### src/rtl/fb_scanout_if.sv
// fb_scanout_if: frame-buffer read port between the scanout (master) and the FB memory (slave).
// The slave returns rdata a fixed number of cycles after addr/rd_en are presented.
interface fb_scanout_if;
    logic        rd_en;
    logic [17:0] addr;
    logic [7:0]  rdata;

    modport master (output rd_en, output addr, input rdata);
    modport slave  (input rd_en, input addr, output rdata);
endinterface

### src/rtl/fb_scanout.sv
// fb_scanout: VGA scanout of an RGB332 frame buffer with 2x2 pixel doubling and 4:4:4 output.
// Define DOUBLE_BUFFER_EN to add front/back buffer swapping synchronised to the start of vblank.
module fb_scanout #(
    parameter int unsigned H_VIS  = 640,
    parameter int unsigned H_FP   = 16,
    parameter int unsigned H_SYNC = 96,
    parameter int unsigned H_BP   = 48,
    parameter int unsigned V_VIS  = 480,
    parameter int unsigned V_FP   = 10,
    parameter int unsigned V_SYNC = 2,
    parameter int unsigned V_BP   = 33,
    parameter int unsigned FB_W   = H_VIS / 2,
    parameter int unsigned FB_PIX = FB_W * V_VIS / 2,
    parameter int unsigned RD_LAT = 2
) (
    input  logic         clk,
    input  logic         rst,
    fb_scanout_if.master fb,
    input  logic         swap_req_i,
    output logic         swap_ack_o,
    output logic         hsync_o,
    output logic         vsync_o,
    output logic         active_o,
    output logic [3:0]   red_o,
    output logic [3:0]   green_o,
    output logic [3:0]   blue_o,
    output logic         frame_start_o,
    output logic         vblank_o
);
    localparam int unsigned H_TOT = H_VIS + H_FP + H_SYNC + H_BP;
    localparam int unsigned V_TOT = V_VIS + V_FP + V_SYNC + V_BP;
    localparam int unsigned HW    = $clog2(H_TOT);
    localparam int unsigned VW    = $clog2(V_TOT);
    localparam int unsigned PW    = $clog2(FB_W);
    localparam int unsigned AW    = 18;

    logic [HW-1:0]     hc_q, hc_d;
    logic [VW-1:0]     vc_q, vc_d;
    logic [PW-1:0]     pix_q, pix_d;
    logic [AW-1:0]     line_base_q, line_base_d;
    logic [AW-1:0]     base;
    logic              visible, hs_n, vs_n;
    logic [RD_LAT-1:0] act_pipe_q, hs_pipe_q, vs_pipe_q;
    logic              hsync_q, vsync_q, active_q;
    logic [3:0]        red_q, green_q, blue_q;

    assign visible = (hc_q < HW'(H_VIS)) && (vc_q < VW'(V_VIS));
    assign hs_n    = !((hc_q >= HW'(H_VIS + H_FP)) && (hc_q < HW'(H_VIS + H_FP + H_SYNC)));
    assign vs_n    = !((vc_q >= VW'(V_VIS + V_FP)) && (vc_q < VW'(V_VIS + V_FP + V_SYNC)));

    // Stage 0: the read request comes straight off the counters.
    assign fb.rd_en = visible && !rst;
    assign fb.addr  = base + line_base_q + AW'(pix_q);

    assign frame_start_o = !rst && (hc_q == '0) && (vc_q == '0);
    assign vblank_o      = !rst && (vc_q >= VW'(V_VIS));

    // Each FB pixel covers two columns and two lines, so pix steps on odd columns and
    // line_base only advances after odd lines.
    always_comb begin
        hc_d        = hc_q + HW'(1);
        vc_d        = vc_q;
        pix_d       = pix_q;
        line_base_d = line_base_q;
        if (hc_q == HW'(H_TOT - 1)) begin
            hc_d = '0;
            vc_d = (vc_q == VW'(V_TOT - 1)) ? '0 : vc_q + VW'(1);
        end
        if (visible) begin
            if (hc_q == HW'(H_VIS - 1)) begin
                pix_d = '0;
                if (vc_q == VW'(V_VIS - 1)) begin
                    line_base_d = '0;
                end else if (vc_q[0]) begin
                    line_base_d = line_base_q + AW'(FB_W);
                end
            end else if (hc_q[0]) begin
                pix_d = pix_q + PW'(1);
            end
        end
    end

    always_ff @(posedge clk) begin
        if (rst) begin
            hc_q        <= '0;
            vc_q        <= '0;
            pix_q       <= '0;
            line_base_q <= '0;
        end else begin
            hc_q        <= hc_d;
            vc_q        <= vc_d;
            pix_q       <= pix_d;
            line_base_q <= line_base_d;
        end
    end

    // Timing strobes ride a RD_LAT-deep delay line so they meet fb.rdata at the output register.
    always_ff @(posedge clk) begin
        if (rst) begin
            act_pipe_q <= '0;
            hs_pipe_q  <= '1;
            vs_pipe_q  <= '1;
            hsync_q    <= 1'b1;
            vsync_q    <= 1'b1;
            active_q   <= 1'b0;
            red_q      <= '0;
            green_q    <= '0;
            blue_q     <= '0;
        end else begin
            act_pipe_q <= RD_LAT'({act_pipe_q, visible});
            hs_pipe_q  <= RD_LAT'({hs_pipe_q, hs_n});
            vs_pipe_q  <= RD_LAT'({vs_pipe_q, vs_n});
            hsync_q    <= hs_pipe_q[RD_LAT-1];
            vsync_q    <= vs_pipe_q[RD_LAT-1];
            active_q   <= act_pipe_q[RD_LAT-1];
            if (act_pipe_q[RD_LAT-1]) begin
                red_q   <= {fb.rdata[7:5], fb.rdata[7]};
                green_q <= {fb.rdata[4:2], fb.rdata[4]};
                blue_q  <= {fb.rdata[1:0], fb.rdata[1:0]};
            end else begin
                red_q   <= '0;
                green_q <= '0;
                blue_q  <= '0;
            end
        end
    end

    assign hsync_o  = hsync_q;
    assign vsync_o  = vsync_q;
    assign active_o = active_q;
    assign red_o    = red_q;
    assign green_o  = green_q;
    assign blue_o   = blue_q;

`ifdef DOUBLE_BUFFER_EN
    logic front_q, pending_q, swap_now;

    // A request landing on the service cycle itself is taken without passing through pending.
    assign swap_now   = (hc_q == '0) && (vc_q == VW'(V_VIS)) && (pending_q || swap_req_i);
    assign swap_ack_o = swap_now && !rst;
    assign base       = front_q ? AW'(FB_PIX) : '0;

    always_ff @(posedge clk) begin
        if (rst) begin
            front_q   <= 1'b0;
            pending_q <= 1'b0;
        end else if (swap_now) begin
            front_q   <= ~front_q;
            pending_q <= 1'b0;
        end else if (swap_req_i) begin
            pending_q <= 1'b1;
        end
    end
`else
    logic unused_swap;

    assign unused_swap = swap_req_i | (FB_PIX == 0);
    assign swap_ack_o  = 1'b0;
    assign base        = '0;
`endif

endmodule
### src/flat_wrapper.sv
// flat-port wrapper written by rule: the top's interface ports become plain ports
module fb_scanout_flat 
#(
    parameter int unsigned H_VIS  = 640,
    parameter int unsigned H_FP   = 16,
    parameter int unsigned H_SYNC = 96,
    parameter int unsigned H_BP   = 48,
    parameter int unsigned V_VIS  = 480,
    parameter int unsigned V_FP   = 10,
    parameter int unsigned V_SYNC = 2,
    parameter int unsigned V_BP   = 33,
    parameter int unsigned FB_W   = H_VIS / 2,
    parameter int unsigned FB_PIX = FB_W * V_VIS / 2,
    parameter int unsigned RD_LAT = 2
)
  (clk, rst, swap_req_i, swap_ack_o, hsync_o, vsync_o, active_o, red_o, green_o, blue_o, frame_start_o, vblank_o, fb_rd_en, fb_addr, fb_rdata);
  fb_scanout_if fb_i ();
  input  logic clk;
  input  logic rst;
  input  logic swap_req_i;
  output logic swap_ack_o;
  output logic hsync_o;
  output logic vsync_o;
  output logic active_o;
  output logic [3:0] red_o;
  output logic [3:0] green_o;
  output logic [3:0] blue_o;
  output logic frame_start_o;
  output logic vblank_o;
  output wire logic [$bits(fb_i.rd_en)-1:0] fb_rd_en;
  output wire logic [$bits(fb_i.addr)-1:0] fb_addr;
  input wire logic [$bits(fb_i.rdata)-1:0] fb_rdata;
  assign fb_rd_en = fb_i.rd_en;
  assign fb_addr = fb_i.addr;
  assign fb_i.rdata = fb_rdata;
  fb_scanout #(.H_VIS(H_VIS), .H_FP(H_FP), .H_SYNC(H_SYNC), .H_BP(H_BP), .V_VIS(V_VIS), .V_FP(V_FP), .V_SYNC(V_SYNC), .V_BP(V_BP), .FB_W(FB_W), .FB_PIX(FB_PIX), .RD_LAT(RD_LAT)) u_core (.clk(clk), .rst(rst), .fb(fb_i), .swap_req_i(swap_req_i), .swap_ack_o(swap_ack_o), .hsync_o(hsync_o), .vsync_o(vsync_o), .active_o(active_o), .red_o(red_o), .green_o(green_o), .blue_o(blue_o), .frame_start_o(frame_start_o), .vblank_o(vblank_o));
endmodule
### config.mk
export PLATFORM = sky130hd
export DESIGN_NAME = fb_scanout_flat
export DESIGN_NICKNAME = d
export VERILOG_FILES = /design/src/rtl/fb_scanout_if.sv /design/src/rtl/fb_scanout.sv /design/src/flat_wrapper.sv
export SDC_FILE = /design/constraint.sdc
export NUM_CORES = 1
export LEC_CHECK = 0
export BUFFER_PORTS_ARGS = -buffer_cell sky130_fd_sc_hd__clkbuf_2
export CAP_MARGIN = 20
export CORE_UTILIZATION = 51
export DETAILED_ROUTE_END_ITERATION = 8
export GPL_TIMING_DRIVEN = 1
export PLACE_DENSITY = 0.81
export REMOVE_ABC_BUFFERS = 1
export SYNTH_ARGS = -nofsm -noshare
export SYNTH_HDL_FRONTEND = slang
export SYNTH_SLANG_ARGS = --single-unit
### constraint.sdc
create_clock -name clk -period 1.98 [get_ports clk]
set_input_delay 0.198 -clock clk [delete_from_list [all_inputs] [get_ports clk]]
set_output_delay 0.198 -clock clk [all_outputs]
set_load 0.005 [all_outputs]
# Word level (Yosys, flattened, before mapping)
# Index checks and enable logic that the tools add are counted.
# classes
eq_ne	4
order_cmp	7
addsub	5
n_bitwise	1
n_reduce_logical	18
n_mux	5
# op_table
cell	n
two-way mux 18 bit	2
== test 10 bit (second input constant)	3
adder 10 x 1 -> 10 bit (second input constant)	2
greater-or-equal comparator 10 x 9 -> 1 bit (second input constant)	2
logical NOT 10 bit	2
less-than comparator 10 bit (second input constant)	2
less-than comparator 10 x 9 -> 1 bit (second input constant)	2
adder 18 x 9 -> 18 bit	1
adder 18 x 9 -> 18 bit (second input constant)	1
two-way mux 9 bit	2
== test 10 x 9 -> 1 bit (second input constant)	1
greater-or-equal comparator 10 bit (second input constant)	1
two-way mux 10 bit	1
adder 9 x 1 -> 9 bit (second input constant)	1
logical AND 1 bit	7
nonzero test 2 bit	2
OR reduction 2 bit	2
logical NOT 1 bit	3
AND reduction 3 bit	1
AND reduction 2 bit	1
NOT 1 bit	1
# word_totals
output_inout_bits	37
wordCells	53
register_bits	68

# Logic depth before layout (Yosys ltp)
# Gate-level depths: netlist of the first run.
# depth
ltp_word	3
mapped_depth	7
ltp_nobuf	5

# Least setup slack after synthesis of the first run
# OpenSTA, ideal clock, no wires.
# synth_timing
path_kind	reg2reg
from	register u_core.hc_q[0]
to	register u_core.line_base_q[6]
setup_ps	70
required_ps	1910
arrival_ps	2006
slack_ps	-96
stages_incl_launch_ff	7
period_less_slack_ps	2076
n_path_buf	1
path_cell_list	dfxtp_1 ha_1 and4_1 clkbuf_1 nand4_1 or4_1 a21oi_1
# synth_between
elab_chain_cells	3
# synth_lines
item	line	rtl
from (decl)	fb_scanout.sv:37	logic [HW-1:0] hc_q, hc_d;
from (signal assigned)	fb_scanout.sv:85	hc_q <= '0;
from (signal assigned)	fb_scanout.sv:90	hc_q <= hc_d;
less-than comparator 10 bit	fb_scanout.sv:47	assign visible = (hc_q < HW'(H_VIS)) && (vc_q < VW'(V_VIS));
logical AND 1 bit	fb_scanout.sv:47	
AND reduction 3 bit (no source line) (*)	-	
to (signal assigned)	fb_scanout.sv:93	line_base_q <= line_base_d;
to (decl)	fb_scanout.sv:40	logic [AW-1:0] line_base_q, line_base_d;
# Every way passes the cells marked *; elsewhere a longest branch is shown, timed or not.
# A chain may end at the register's enable or synchronous reset.

# Worst setup path after layout of the first run
# layout_timing
from	register u_core.vc_q[3]
to	output frame_start_o
# layout_between
elab_chain_cells	2
# layout_lines
item	line	rtl
from (decl)	fb_scanout.sv:38	logic [VW-1:0] vc_q, vc_d;
from (signal assigned)	fb_scanout.sv:91	vc_q <= vc_d;
logical NOT 10 bit	fb_scanout.sv:55	assign frame_start_o = !rst && (hc_q == '0) && (vc_q == '0);
logical AND 1 bit	fb_scanout.sv:55	
to (decl)	flat_wrapper.sv:28	output logic frame_start_o;
# No other way between the ends.

==> flow_summary.toml, run 1 <==
[outcome]
outcome = "complete, but fails checks"
violations = "negative setup slack"

[global_route]
antenna_found_initial = 0
overflow = 0
grtUsageTotal_pct = 25.2
grt_max_degree = 21
grt_pass1_wl_mm = 12.6
grt_pass1_vias = 2829

[yosys]
synth_edf_count = 0
synthArstFlopShare_pct = 0
dominantRegCellSynth = "dfxtp_1"
syn_inst = 390
ys_ff_latch = 58
synthTopCellsByArea = "dfxtp_1 36%, ha_1 3.9%, nand4_1 3.9%"
synth.distinct_cells = 49
syn_area_per_cell_um2 = 8.17
ys_seq_area_share_pct = 36.4
synth_area_um2 = 3190
yosys.area.top_type = "dfxtp_1"
synth_top_area_share_pct = 36.4
ys.warnings.count = 0

[place]
post-place-cells = 505
pre_cts_slack_ps = -3.08
io_buffer_count = 45
dp_hpwl_mm = 5.35
gp_congestion = 0.853

[pwr]
ir_drop_v = 0.000502
pwr_density_cell_nw_per_um2 = 641
p_leak_nw = 1.54

[cts]
clock_latency_ps = 350
root_buffer = "clkbuf_8"
cts_tree = "built"
cts_buffers = 9
cts_buffer_depth = 2
h-tree-depth = 3
cts.hold.buffers_added = 0
clk_pin_slew_ps = 80
cts_sinks = 58

[critical_path]
end_kind = "output port"
path_max_fanout = 2
required_ps = 1780
critical_path_class = "reg -> out"
critPathLaunchType = "flop"
ff2ff_path_depth = 4
crit_arrival_ps = 1800
reg2reg_slack_ps = 60

[timing]
setup-violations-final = 2
fmax_ghz = 0.501
fin_crit_sh_pct = 101
finalMaxSlewViolations = 0
hold_violations = 0
skew_ps = 13.3
min_period_ps = 2000
fin_ws_ps = -17.9
rsz0062_at_grt = "true"

[worst_hold_path]
hold_depth = 2
min_path_type = "in -> reg"

[layout]
finalNonFillerCells = 528
nets = 469
fin_util_pct = 66.7
areaGrowthSynthToFinish_pct = 24.7
layout-drive-gt1-share_pct = 30.9
diodes = 0

[floorplanning]
floorplan.initialDensity_pct = 53.5
die_h_um = 81.0
die_width_um = 81.0
coreArea_um2 = 5960
ios = 48
dieArea_um2 = 6570
rows = 28

[job]
max_cap_viol_count = 0

[routing]
ant_nets = 0
wl_per_cell_um = 14.9
vias = 3121
first_iter_violations = 241
drc = 0
drtPass1Iterations = 5
totalWireLength_mm = 7.87
viasPerCell = 5.91
## metrics by stage
stage | hold slack (ps) | setup TNS, ps | power (mW) | area (µm²)
floorplan | 267 | -69.0 | 1.27 | 3040
global placement | 394 | 0 | 1.32 | 3550
detailed placement | 395 | -3.08 | 1.33 | 3550
CTS | 35.4 | -89.9 | 2.56 | 3870
global route | 32.4 | -411 | 2.64 | 3970
finish | 42.5 | -28.7 | 2.55 | 3970
## Yosys cell counts (all sizes together), types with 2 or more instances
library cell,instances
a31o,3
nor2b,2
o31ai,4
o21ai,20
o211ai,2
o21ba,2
a21o,2
and2,11
a31oi,3
o21bai,2
inv,13
and3b,2
nor4,4
nor4b,2
nand2,20
a41oi,4
xor2,9
nand3,23
xnor2,12
a211oi,4
nor2,31
or2,8
and3,7
or4,7
and4,7
dfxtp,58
a21oi,22
buf,11
o32ai,2
nand3b,2
nor3,7
clkbuf,21
nand4b,4
a2111oi,3
or3,10
ha,10
nand2b,7
nand4,20
## cell type report
cell class	count	area, µm²
Sequential cell	58	1180
Clock buffer	9	124
Timing Repair Buffer	78	480
Clock inverter	7	101
Multi-Input combinational cell	288	1940
Tap cell	75	93.8
Fill cell	485	1980
Inverter	13	48.8
## final timing paths
path                             from                end
hold reg to reg   u_core.vs_pipe_q[1]     u_core.vsync_o
setup / recovery       u_core.vc_q[3]      frame_start_o
hold / removal            fb_rdata[4]  u_core.green_o[0]
setup reg to reg       u_core.hc_q[9]     u_core.vc_q[4]
## cells in the final DEF (no fill, tap or decap), types with 4 or more instances in the layout
master	count
dfxtp_1	47
clkbuf_2	36
buf_4	31
nor2_1	28
nand3_1	23
nand2_1	20
nand4_1	20
a21oi_1	20
o21ai_0	16
inv_1	13
xnor2_1	11
and2_1	11
or3_1	10
xor2_1	9
clkbuf_8	9
buf_2	9
or2_2	8
and3_1	7
nor3_1	7
dfxtp_2	7
and4_1	6
nand2b_1	6
ha_1	6
or4_1	5
nand4b_1	4
o31ai_1	4
a211oi_1	4
dfxtp_4	4
## cells by family after synthesis
logic type,Yosys count,share of synthesized area (%)
AOI/OAI and AO/OA,78,15.9
xor gates and xnor gates,21,5.77
other,1,0.118
buffers and inverters,45,6.32
adders and majority gates,10,3.93
and+or+nand+nor,177,31.5
DFF,58,36.4
## timing repair
item | in CTS | in global routing
setup buffers | 5 | 2
pin swaps | 5 | 11
resized for setup | 24 | 32
setup endpoints to repair | 12 | 19
## flip-flops by register name (all words and copies together), names as in the netlist
name and cells:
u_core.act_pipe_q 2, u_core.hc_q 10, u_core.vc_q 10, u_core.hs_pipe_q 2, u_core.vs_pipe_q 2, u_core.line_base_q 12, u_core.pix_q 9, u_core.green_o 3
u_core.blue_o 2, u_core.vsync_o 1, u_core.red_o 3, u_core.hsync_o 1, u_core.active_o 1
## per-layer routing
| metal | vias to the layer above | GRT usage (%) | part of all wire [%] |
|---|---|---|---|
| li1 | 1533 | - | - |
| met5 | - | 0 | 0 |
| met4 | 0 | 12.7 | 2.7 |
| met1 | 1435 | 31.6 | 43 |
| met2 | 126 | 40.2 | 48 |
| met3 | 27 | 5.96 | 5.8 |
## power breakdown
group / total, mW / internal (mW) / switching [mW]
Sequential: 1.19 / 1.18 / 0.0105
Combinational: 0.117 / 0.0544 / 0.0625
Clock: 1.24 / 0.716 / 0.526
Total: 2.55 / 1.95 / 0.599
## critical path: stages, from the launching register on
cell	delay, ps
dfxtp_4	350
or4_4	530
nor4_2	140
nand4b_1	160
nor2_2	160
clkbuf_2	120
Note: power is estimated with default switching activity, not from simulation.
==> run 2: changes to the inputs <==
--- a/config.mk
+++ b/config.mk
@@ -7,6 +7,7 @@
 export LEC_CHECK = 0
 export BUFFER_PORTS_ARGS = -buffer_cell sky130_fd_sc_hd__clkbuf_2
 export CAP_MARGIN = 20
+export CORE_MARGIN = 2
 export CORE_UTILIZATION = 51
 export DETAILED_ROUTE_END_ITERATION = 8
 export GPL_TIMING_DRIVEN = 1
==> run 2 against run 1 <==
  * The flow still finishes with violations (negative setup slack)
  * Cell count up 0.38%
  * Wire length increased by 1.3%
  * Critical path depth unchanged
  * Count of clock-buffer cells in the layout is 1 higher
  * Largest power group unchanged
  * Highest routed layer unchanged
==> flow_summary.toml, run 2 (synthesis results as in run 1) <==
[cts]
cts_sinks = 58
cts_tree = "built"
cts_buffer_depth = 2
root_buffer = "clkbuf_8"
clock_latency_ps = 340
cts_buffers = 9
clk_pin_slew_ps = 70
h-tree-depth = 3

[routing]
wl_per_cell_um = 15.0
first_iter_violations = 333
ant_nets = 0
drtPass1Iterations = 5
totalWireLength_mm = 7.97
viasPerCell = 5.93
vias = 3143
drc = 0

[timing]
skew_ps = 9.89
fmax_ghz = 0.494
finalMaxSlewViolations = 0
fin_ws_ps = -45.0
fin_crit_sh_pct = 102
fin_hold_ws_ps = 51.0
min_period_ps = 2020
hold_violations = 0
setup-violations-final = 3
rsz0062_at_grt = "true"
worstMarginPinSlew_ps = 505
relSlewSlack_pct = 66.2
finalSetupTns_ps = -70.5

[layout]
nets = 471
layout_commonest_cell = "dfxtp_1"
areaGrowthSynthToFinish_pct = 25.1
layout-drive-gt1-share_pct = 29.9
most-common-layout-cells = "49 x dfxtp_1, 37 x clkbuf_2, 34 x buf_4"
largest_registers = "u_core.line_base_q: 12 flops, u_core.hc_q: 10 flops, u_core.vc_q: 10 flops"
largest_reg_flops = 12
diodes = 0
regMostFlops = "u_core.line_base_q"

[job]
max_cap_viol_count = 0

[pwr]
p_leak_nw = 1.56
pwr_density_cell_nw_per_um2 = 640
ir_drop_v = 0.000449

[critical_path]
cpPeakStageDelay_ps = 540
path_max_fanout = 2
r2r-end = "u_core.pix_q[8]"
cp-endpoint = "frame_start_o"
end_kind = "output port"
reg2reg_slack_ps = -20
path_cells = "or4_4, nor4_4, nand4b_1, nor2_1, buf_2"
crit_arrival_ps = 1830
critical_path_class = "reg -> out"
worstSetupStartpoint = "u_core.hc_q[6]"
critPathLaunchType = "flop"
reg2reg_from = "u_core.pix_q[1]"
slowest_stage = "or4_4"
ff2ff_path_depth = 5
required_ps = 1780

[floorplanning]
die_width_um = 83.0
dieArea_um2 = 6890
floorplan.initialDensity_pct = 53.2
coreArea_um2 = 5990
die_h_um = 83.0
ios = 48
rows = 28

[global_route]
overflow = 0
grt_max_degree = 21
antenna_found_initial = 0
grt_pass1_vias = 2880
grtUsageTotal_pct = 23.2
grt_pass1_wl_mm = 13.4

[place]
gp_congestion = 0.900
dp_hpwl_mm = 5.41
io_buffer_count = 45

[outcome]
violations = "negative setup slack"
outcome = "complete, but fails checks"

[worst_hold_path]
min_path_type = "in -> reg"
==> run 2: what timing repair did <==
action / 4_1_cts / 5_1_grt
resized for setup: 26 / 24
hold buffers: 0 / 0
pin swaps: 6 / 10
hold endpoints to repair: 0 / 0
endpoints found under the setup margin: 11 / 16
setup buffers: 4 / 3
==> run 2: metrics by stage <==
step / worst slack, ps / cell area [µm²] / instances / power, mW / utilization (%)
finish: -45.0 / 3980 / 530 / 2.55 / 66.5
global route: -98.4 / 3980 / 530 / 2.63 / 66.5
CTS: -91.1 / 3900 / 527 / 2.56 / 65.1
detailed placement: 67.3 / 3570 / 507 / 1.33 / 59.5
global placement: 84.1 / 3570 / 507 / 1.32 / 59.5
floorplan: -69.0 / 3040 / 359 / 1.27 / -
==> run 2: area by class of cell <==
type,instances,area (µm²)
fill,480,2010
multi-input combinational,288,1940
sequential,58,1180
timing repair buffer,80,492
clock buffer,10,138
tap,75,93.8
clock inverter,6,90.1
inverter,13,48.8
==> run 2: worst min path at each step <==
stage                        startpoint                     to  slack, ps  cells past startpoint
floorplan                           rst  u_core.line_base_q[6]        270                      1
global placement    u_core.vs_pipe_q[1]         u_core.vsync_o        390                      1
detailed placement  u_core.hs_pipe_q[1]         u_core.hsync_o        390                      1
CTS                         fb_rdata[5]        u_core.red_o[1]         40                      2
global route                fb_rdata[6]        u_core.red_o[2]         50                      2
finish                      fb_rdata[5]        u_core.red_o[1]         50                      2
==> run 2: where the power goes <==
part	switching, mW	internal, mW	leakage [nW]
combinational	0.0628	0.0529	0.973
clock	0.503	0.744	0.112
sequential	0.0104	1.18	0.475
==> run 2: worst max-delay path: cells and delay by family, from the launching register on <==
family / cells / cell delay, ps
buffers and inverters: 1 / 130
flip-flops: 1 / 350
AND/OR/NAND/NOR: 4 / 1000
==> run 2: metal layers <==
metal | vias up | track usage (%) | wire length, µm
met2 | 102 | 38.9 | 4030
met3 | 17 | 5.07 | 409
met1 | 1486 | 29.2 | 3410
met5 | - | 0 | 0
li1 | 1538 | - | -
met4 | 0 | 8.35 | 116
==> run 3: changes to the inputs <==
--- a/config.mk
+++ b/config.mk
@@ -9,6 +9,7 @@
 export CAP_MARGIN = 20
 export CORE_MARGIN = 2
 export CORE_UTILIZATION = 51
+export CTS_BUF_LIST = sky130_fd_sc_hd__clkbuf_16
 export DETAILED_ROUTE_END_ITERATION = 8
 export GPL_TIMING_DRIVEN = 1
 export PLACE_DENSITY = 0.81
==> run 3 against run 2 <==
  * The run still ends with negative setup slack left
  * Critical path depth unchanged
  * Worst setup slack improved by 31 ps
  * Count of clock-buffer cells in the layout decreased by 1
  * Core utilization increased by 1.3 points
  * Critical path type unchanged
==> flow_summary.toml, run 3 (synthesis results as in run 1) <==
[global_route]
antenna_found_initial = 0
overflow = 0
grtUsageTotal_pct = 22.6
grt_pass1_vias = 2821
grt_pass1_wl_mm = 13.0
grt_max_degree = 21

[layout]
nets = 468
regMostFlops = "u_core.line_base_q"
finalNonFillerCells = 527
layout_commonest_cell = "dfxtp_1"
largest_reg_flops = 12
diodes = 0
areaGrowthSynthToFinish_pct = 27.6
largest_registers = "u_core.line_base_q: 12 flops, u_core.hc_q: 10 flops, u_core.vc_q: 10 flops"
most-common-layout-cells = "49 x dfxtp_1, 39 x clkbuf_2, 31 x buf_4"
layout-drive-gt1-share_pct = 29.0

[cts]
cts_buffer_depth = 2
clk_pin_slew_ps = 50
root_buffer = "clkbuf_16"
cts_buffers = 9
cts.hold.buffers_added = 0
cts_sinks = 58
cts_tree = "built"
clock_latency_ps = 330
h-tree-depth = 3

[pwr]
clkPwrFrac_pct = 55.8
swShare_pct = 21.1
power_frac_comb_pct = 3.9
p_leak_nw = 1.58
ir_drop_v = 0.000526
p_switching_uw = 623
pwr_density_cell_nw_per_um2 = 726
seqPwrFrac_pct = 40.3
finalPower_mw = 2.95
p_int_mw = 2.33

[critical_path]
path_max_fanout = 2
end_kind = "output port"
cpPeakStageDelay_ps = 540
required_ps = 1780
r2r-end = "u_core.vc_q[4]"
path_cells = "or4_4, nor4_4, nand4b_1, nor2_1, buf_2"
slowest_stage = "or4_4"
crit_arrival_ps = 1800
crit_buf_inv = 1
reg2reg_from = "u_core.hc_q[0]"
critPathLaunchType = "flop"
cp_top_family = "simple AND/OR/NAND/NOR gates"
ff2ff_path_depth = 5
critical_path_class = "reg -> out"
reg2reg_slack_ps = 90

[place]
pre_cts_slack_ps = 67.3
dp_hpwl_mm = 5.41
post-place-cells = 507
io_buffer_count = 45
gp_congestion = 0.900

[timing]
hold_violations = 0
fin_ws_ps = -14.5
skew_ps = 5.89
min_period_ps = 1990
finalMaxSlewViolations = 0
rsz0062_at_grt = "true"
fmax_ghz = 0.501
fin_crit_sh_pct = 101
setup-violations-final = 1

[floorplanning]
die_h_um = 83.0
coreArea_um2 = 5990
ios = 48
die_width_um = 83.0
dieArea_um2 = 6890
rows = 28
floorplan.initialDensity_pct = 53.2

[routing]
vias = 3136
ant_nets = 0
drc = 0
totalWireLength_mm = 7.73
wl_per_cell_um = 14.7
drtPass1Iterations = 5
first_iter_violations = 298
viasPerCell = 5.95

[worst_hold_path]
min_path_type = "in -> reg"
holdPathEnd = "u_core.red_o[1]"
min_from = "fb_rdata[5]"
hold_depth = 2

[outcome]
outcome = "complete, but fails checks"
violations = "negative setup slack"

[job]
max_cap_viol_count = 0
run 3: cell count changes in the layout (fill, tap and decap cells not counted), sizes merged:
cell,before,now
buf,43,38
clkbuf,47,48
clkinv,3,4
run 3: power by group through the flow:
stage	logic (mW)	registers, mW	clock network [mW]
after detailed placement	0.108	1.22	0
after global placement	0.106	1.22	0
final	0.115	1.19	1.65
after CTS	0.112	1.19	1.66
after floorplan	0.0465	1.22	0
after global routing	0.127	1.19	1.72
run 3: timing repair:
| item | 4_1_cts | 5_1_grt |
|---|---|---|
| buffers inserted | 2 | 2 |
| setup endpoints to repair | 10 | 16 |
| resized for setup | 22 | 26 |
| endpoints found under the hold margin | 0 | 0 |
| pin swaps | 5 | 11 |
run 3: layout make-up:
type	instances	area (µm²)
Multi-Input combinational cell	288	1950
Fill cell	470	1930
Sequential cell	58	1180
Timing Repair Buffer	77	469
Clock buffer	9	225
Clock inverter	7	93.8
Tap cell	75	93.8
Inverter	13	48.8
run 3: how the worst max path moves through the flow:
| stage | from | to | slack, ps | cells past startpoint |
|---|---|---|---|---|
| after CTS | u_core.hc_q[6] | frame_start_o | -60 | 5 |
| after global routing | u_core.pix_q[7] | fb_addr[13] | -40 | 7 |
| after detailed placement | u_core.hc_q[1] | u_core.vc_q[4] | 70 | 5 |
| final | u_core.hc_q[6] | frame_start_o | -10 | 5 |
| after floorplan | u_core.hc_q[0] | u_core.vc_q[4] | -70 | 5 |
| after global placement | u_core.hc_q[1] | u_core.vc_q[4] | 80 | 5 |
run 3: routing by layer:
layer	routed length, µm	GRT usage [%]
met1	3390	28.6
met5	0	0
met3	357	5.37
met4	114	8.79
met2	3870	37.2
run 3: stage by stage:
| stage | utilization (%) | instance area (µm²) | TNS, ps | hold slack (ps) |
|---|---|---|---|---|
| 5_1_grt | 67.8 | 4060 | -182 | 71.4 |
| 2_1_floorplan | - | 3040 | -69.0 | 267 |
| 6_report | 67.8 | 4060 | -14.5 | 66.1 |
| 4_1_cts | 66.1 | 3960 | -105 | 62.2 |
| 3_5_place_dp | 59.5 | 3570 | 0 | 394 |
| 3_3_place_gp | 59.5 | 3570 | 0 | 394 |
